File: src/rtl/mem_port_arbiter.sv
// Shares one synchronous RAM port between instruction fetch and load/store.
// Read responses are routed back to their owner through a fixed-latency tag pipeline.
module mem_port_arbiter #(
  parameter int ADDR_W        = 16,
  parameter int RD_LATENCY    = 1,
  parameter int MAX_LS_STREAK = 4
) (
  input  logic              clk,
  input  logic              reset,
  input  logic              if_req,
  input  logic [ADDR_W-1:0] if_addr,
  input  logic              if_flush,
  output logic              if_gnt,
  output logic              if_rvalid,
  output logic [31:0]       if_rdata,
  input  logic              ls_req,
  input  logic              ls_we,
  input  logic [ADDR_W-1:0] ls_addr,
  input  logic [31:0]       ls_wdata,
  input  logic [3:0]        ls_be,
  output logic              ls_gnt,
  output logic              ls_rvalid,
  output logic [31:0]       ls_rdata,
  output logic              ram_en,
  output logic              ram_we,
  output logic [ADDR_W-1:0] ram_addr,
  output logic [31:0]       ram_wdata,
  output logic [3:0]        ram_be,
  input  logic [31:0]       ram_rdata
);

  localparam int              SW         = $clog2(MAX_LS_STREAK + 1);
  localparam logic [SW-1:0]   STREAK_MAX = SW'(MAX_LS_STREAK);
  localparam logic            OWNER_IF   = 1'b0;
  localparam logic            OWNER_LS   = 1'b1;

  logic [SW-1:0]         streak_q, streak_d;
  logic [RD_LATENCY-1:0] tag_valid_q, tag_valid_d;
  logic [RD_LATENCY-1:0] tag_owner_q, tag_owner_d;
  logic                  if_elig_s, if_gnt_s, ls_gnt_s, rd_gnt_s;

  // Arbitration: LS first, unless IF has waited through a full LS streak.
  always_comb begin
    if_elig_s = if_req & ~if_flush;
    if_gnt_s  = 1'b0;
    ls_gnt_s  = 1'b0;
    if (reset) begin
      if_gnt_s = 1'b0;
      ls_gnt_s = 1'b0;
    end else if (ls_req && (!if_elig_s || (streak_q != STREAK_MAX))) begin
      ls_gnt_s = 1'b1;
    end else if (if_elig_s) begin
      if_gnt_s = 1'b1;
    end else begin
      if_gnt_s = 1'b0;
      ls_gnt_s = 1'b0;
    end
    rd_gnt_s = if_gnt_s | (ls_gnt_s & ~ls_we);
  end

  // RAM port mux driven by the granted requester.
  always_comb begin
    ram_en    = if_gnt_s | ls_gnt_s;
    ram_we    = ls_gnt_s & ls_we;
    ram_addr  = '0;
    ram_wdata = 32'h0000_0000;
    ram_be    = 4'h0;
    if (ls_gnt_s) begin
      ram_addr  = ls_addr;
      ram_wdata = ls_wdata;
      ram_be    = ls_we ? ls_be : 4'hF;
    end else if (if_gnt_s) begin
      ram_addr  = if_addr;
      ram_be    = 4'hF;
    end else begin
      ram_addr  = '0;
      ram_be    = 4'h0;
    end
  end

  // Streak counter and tag pipeline next state.
  always_comb begin
    if (!if_elig_s) begin
      streak_d = '0;
    end else if (if_gnt_s) begin
      streak_d = '0;
    end else if (ls_gnt_s && (streak_q != STREAK_MAX)) begin
      streak_d = streak_q + SW'(1);
    end else begin
      streak_d = streak_q;
    end

    tag_valid_d    = '0;
    tag_owner_d    = '0;
    tag_valid_d[0] = rd_gnt_s;
    tag_owner_d[0] = ls_gnt_s ? OWNER_LS : OWNER_IF;
    // A flush only kills IF entries still travelling; the last stage is already visible.
    for (int k = 1; k < RD_LATENCY; k++) begin
      tag_valid_d[k] = tag_valid_q[k-1] & ~(if_flush & (tag_owner_q[k-1] == OWNER_IF));
      tag_owner_d[k] = tag_owner_q[k-1];
    end
  end

  // State registers with synchronous reset.
  always_ff @(posedge clk) begin
    if (reset) begin
      streak_q    <= '0;
      tag_valid_q <= '0;
      tag_owner_q <= '0;
    end else begin
      streak_q    <= streak_d;
      tag_valid_q <= tag_valid_d;
      tag_owner_q <= tag_owner_d;
    end
  end

  assign if_gnt    = if_gnt_s;
  assign ls_gnt    = ls_gnt_s;
  assign if_rvalid = tag_valid_q[RD_LATENCY-1] & (tag_owner_q[RD_LATENCY-1] == OWNER_IF);
  assign ls_rvalid = tag_valid_q[RD_LATENCY-1] & (tag_owner_q[RD_LATENCY-1] == OWNER_LS);
  assign if_rdata  = ram_rdata;
  assign ls_rdata  = ram_rdata;

endmodule

File: config.mk
export PLATFORM = sky130hd
export DESIGN_NAME = mem_port_arbiter
export DESIGN_NICKNAME = d
export VERILOG_FILES = /design/src/rtl/mem_port_arbiter.sv
export SDC_FILE = /design/constraint.sdc
export NUM_CORES = 1
export LEC_CHECK = 0
export CORE_MARGIN = 4
export CORE_UTILIZATION = 18
export DETAILED_ROUTE_END_ITERATION = 10
export GPL_TIMING_DRIVEN = 0
export PLACE_DENSITY = 0.78
export SYNTH_ARGS = -nofsm -noshare
export SYNTH_HDL_FRONTEND = slang
export SYNTH_SLANG_ARGS = --single-unit
File: constraint.sdc
create_clock -name clk -period 1.8 [get_ports clk]
set_input_delay 0.36 -clock clk [delete_from_list [all_inputs] [get_ports clk]]
set_output_delay 0.36 -clock clk [all_outputs]
set_load 0.02 [all_outputs]
* After elaboration in Yosys (flattened, before gate mapping)
Cells that the tools add are included.
** Word-level totals
- Bits in registers :: 5
- Input bits :: 106
- Output and inout port bits :: 122
- Logic and storage cells :: 33
** Operators by class
- Add/subtract/negate cells :: 1
- Equal/unequal tests :: 1
- Multiplexer cells :: 12
- Bitwise logic cells :: 11
- Reduce and logical (&&, ||, !) cells :: 5
** Operators with widths (number)
- 16-bit two-way mux :: 2
- 32-bit two-way mux :: 1
- 4-bit two-way mux :: 3
- 1-bit two-way mux :: 6
- 1-bit AND :: 5
- 1-bit NOT :: 4
- 3-bit by 1-bit adder with 3-bit output, second input constant :: 1
- 3-bit != test, second input constant :: 1
- 3-bit OR reduction :: 1
- 1-bit logical AND :: 2
- 1-bit OR :: 2
- 1-bit logical NOT :: 1
- 1-bit logical OR :: 1

* Depth between registers and ports, before layout
- Depth in word-level cells :: 9
- Mapped depth :: 6
- Depth with buffers taken out :: 5

* Worst setup path after synthesis
Ideal clock, no wire load.
- Path kind :: reg-to-output
- From :: register streak_q[0]
- To :: output ram_addr[11]
- Arrival time :: 1.567 ns
- Data required time :: 1.440 ns
- Path slack :: -0.127 ns
- Stages on the path, launching flop included :: 7
- Buffers on the path :: 1
- Path through :: dfxtp_1 -> inv_1 -> ha_1 -> nand2_2 -> a2111oi_4 -> buf_6 -> a22o_1
** Between the ends
- Word-level cells in the longest chain between the ends :: 7
** RTL lines
- start, declared :: RTL line 37 : logic [SW-1:0] streak_q, streak_d;
- start signal, assigned :: RTL line 111 : streak_q <= streak_d;
- 3-bit != test :: RTL line 50 : end else if (ls_req && (!if_elig_s || (streak_q != STREAK_MAX))) begin
- 1-bit logical OR :: RTL line 50
- 1-bit logical AND :: RTL line 50
- 1-bit two-way mux :: RTL line 50
- 1-bit two-way mux :: RTL line 47 : if (reset) begin
- via if_gnt :: RTL line 13 : output logic if_gnt,
- 16-bit two-way mux :: RTL line 72 : end else if (if_gnt_s) begin
- 16-bit two-way mux :: RTL line 68 : if (ls_gnt_s) begin
- end, declared :: RTL line 26 : output logic [ADDR_W-1:0] ram_addr,
The timed path passes the listed nets, and every way through them passes these cells.

* Worst setup path in the final report
- From :: register streak_q[1]
- To :: output ram_addr[14]
** Between the ends
- Word-level cells in the longest chain between the ends :: 7
** RTL lines (RTL line)
- 3-bit != test * :: 50
- 1-bit logical OR * :: 50
- 1-bit logical AND * :: 50
- 1-bit two-way mux :: 50
- 1-bit two-way mux :: 47
- 16-bit two-way mux :: 72
- 16-bit two-way mux * :: 68
Mark *: on every way between the ends. The rest lies on a longest branch, timed or not.

==> flow_metrics.env <==
export IMPL_worstMarginPinSlew_ns=0.337
export IMPL_ir_drop_v=0.000253
export IMPL_via_per_inst=4.00
export IMPL_post_route_period_util_pct=117
export IMPL_drc=0
export IMPL_finalClockSkew_ns=0.00135
export IMPL_synth_nets=266
export IMPL_hold_start="streak_q[0]"
export IMPL_ys_seq_elements=5
export IMPL_io_pins=228
export IMPL_die_area_um2=8010
export IMPL_crit_arrival_ns=1.75
export IMPL_synth_top_area_share_pct=40.2
export IMPL_synth_edff_count=0
export IMPL_min_path_cells=2
export IMPL_clock_latency_ns=0.22
export IMPL_cp_max_fo=6
export IMPL_drt_iter0_drc=6
export IMPL_rows=29
export IMPL_hold_viol_final=0
export IMPL_port_buffers=195
export IMPL_r2r_start="streak_q[1]"
export IMPL_setup_violations=54
export IMPL_p_per_area_nw_per_um2=321
export IMPL_max_slew_margin_rel_pct=77.5
export IMPL_antenna_found_initial=0
export IMPL_synthArstFlopShare_pct=0
export IMPL_grt_max_degree=11
export IMPL_final_antenna_net_count=0
export IMPL_areaGrowthSynthToFinish_pct=229
export IMPL_violations="setup timing"
export IMPL_synth_ff_type="dfxtp_1"
export IMPL_rr_endpoint="tag_valid_q"
export IMPL_yosysTopAreaCell="buf_4"
export IMPL_ctsHoldBuffers=0
export IMPL_cts_buffer_depth=2
export IMPL_hold_slack_ns=0.503
export IMPL_cts_buffers=3
export IMPL_grt_first_pass_wirelength_um=8590
export IMPL_cap_violations=0
export IMPL_yosys_warnings=0
export IMPL_regArea_um2=103
export IMPL_synth_area_um2=1190
export IMPL_layout_drive_gt1_share_pct=55.7
export IMPL_holdPathEnd="streak_q[0]"
export IMPL_yosysSeqAreaShare_pct=8.38
export IMPL_ys_top_cells_by_area="buf_4, and2_1, a22o_1"
export IMPL_critPathKind="reg -> out"
export IMPL_outcome="finished with violations"
export IMPL_h_tree_depth=1
export IMPL_finalNetCount=493
export IMPL_endpoint_kind="output port"
export IMPL_die_w_um=89.5
export IMPL_setup_slack_ns=-0.307
export IMPL_ff2ff_setup_slack_ns=0.37
export IMPL_routabilityCongestion=0.691
export IMPL_multi_input_comb_area_um2=802
export IMPL_cts_tree="built"
export IMPL_hold_path_class="reg -> reg"
export IMPL_min_period_ns=2.11
export IMPL_grt_setup_unrepaired="true"
export IMPL_finalPower_uw=1260
export IMPL_wl_um=6530
export IMPL_clk_pin_slew_ns=0.03
export IMPL_required_ns=1.44
export IMPL_antenna_cells=0
export IMPL_wl_per_cell_um=14.2
export IMPL_fp_dieH_um=89.5
export IMPL_gr_total_overflow=0
export IMPL_dr_pass1_iters=2
export IMPL_cp_start_kind="flip-flop"
export IMPL_synthTopCellsByCount="buf_4, and2_1, a22o_1, nor2_1"
export IMPL_slew_violations=0
export IMPL_dp_hpwl_um=5470
export IMPL_grt_use_total_pct=13.8
export IMPL_synth_most_common_cell="buf_4"
export IMPL_root_buffer="clkbuf_8"
export IMPL_reg2reg_depth=8
export IMPL_grt_pass1_vias=1888
export IMPL_max_freq_mhz=475
export IMPL_ys_types=21
export IMPL_syn_inst=158
export IMPL_syn_avg_cell_area_um2=7.56
export IMPL_p_leak_uw=0.00188
export IMPL_start_util_pct=18.7
export IMPL_clock_sinks=5
export IMPL_nFillCells=527
export IMPL_via_count=1843
export IMPL_fin_util_pct=61.6
export IMPL_core_um2=6390
## timing repair
item                       in CTS  in global routing
buffers inserted               20                  6
gates cloned                    4                  0
pin swaps                      30                  6
gates resized for setup       400                 14
setup endpoints to repair      57                 56
## logic make-up (layout without fill, tap and decap cells)
kind of cell	count (synthesis)	after routing	synth area share [%]
flip-flops	5	5	8.38
adder cells (fa/ha/maj)	2	2	2.09
AO/OA/AOI/OAI	25	25	19.2
buffers and inverters	75	301	45.1
AND/OR/NAND/NOR	51	51	25.2
## per-layer routing
layer  part of all wire, %  up-vias  track usage (%)
met5                     0        -                0
met2                    57      126             28.6
met4                  0.63        0             2.44
met1                    27      808             12.5
met3                    15        5             5.16
li1                      -      904                -
## power breakdown
part | total, µW | switching, µW | internal (µW)
registers | 116 | 1.30 | 115
clock network | 203 | 51.1 | 152
logic | 943 | 354 | 588
## registers in the layout (all words and copies together) (netlist names)
name / flops
streak_q: 3
tag_owner_q: 1
tag_valid_q: 1
## worst max path at each step
stage | startpoint | endpoint | cells after the start
final | streak_q[1] | ram_addr[14] | 9
after global routing | streak_q[0] | ram_addr[4] | 8
after CTS | streak_q[1] | ram_addr[4] | 9
after detailed placement | reset | ram_addr[4] | 6
after global placement | reset | ram_addr[4] | 6
after floorplan | streak_q[0] | ram_be[0] | 6
## metrics by stage
step                      cell area (µm²)  std cells  setup slack, ns  setup TNS (ns)
after floorplan                      1330        158          -0.0315          -0.126
after global placement               3380        430            -1.25          -60.78
after detailed placement             3380        430            -1.29          -63.63
after CTS                            3910        458           -0.415          -16.56
after global routing                 3930        461           -0.369          -16.71
final                                3930        461           -0.307          -12.84
## cell type report
class	count	share of cell area [%]
Buffer	70	14.4
Clock buffer	4	1.15
Timing Repair Buffer	223	58.7
Sequential cell	5	2.61
Tap cell	77	2.45
Inverter	4	0.382
Multi-Input combinational cell	78	20.4
## critical path, cell delays in order, from the launching register on
cell and delay, ns:
dfxtp_2 0.32, inv_2 0.06, ha_4 0.16, buf_12 0.11
a31oi_4 0.11, buf_4 0.18, buf_6 0.12, buf_6 0.11
a22o_4 0.24, buf_6 0.13
## cell usage in the layout, fill, tap and decap left out, types with 2 or more instances in the layout
cell type	count
dfxtp_1	3
inv_1	2
dfxtp_2	2
buf_4	77
clkbuf_8	5
buf_6	68
a22o_1	2
buf_8	4
nor2_1	6
dlygate4sd2_1	4
a21o_1	5
and2_4	33
inv_2	2
a22o_4	14
nand2b_1	4
clkdlybuf4s50_1	135
Note: power is estimated with default switching activity, not from simulation.
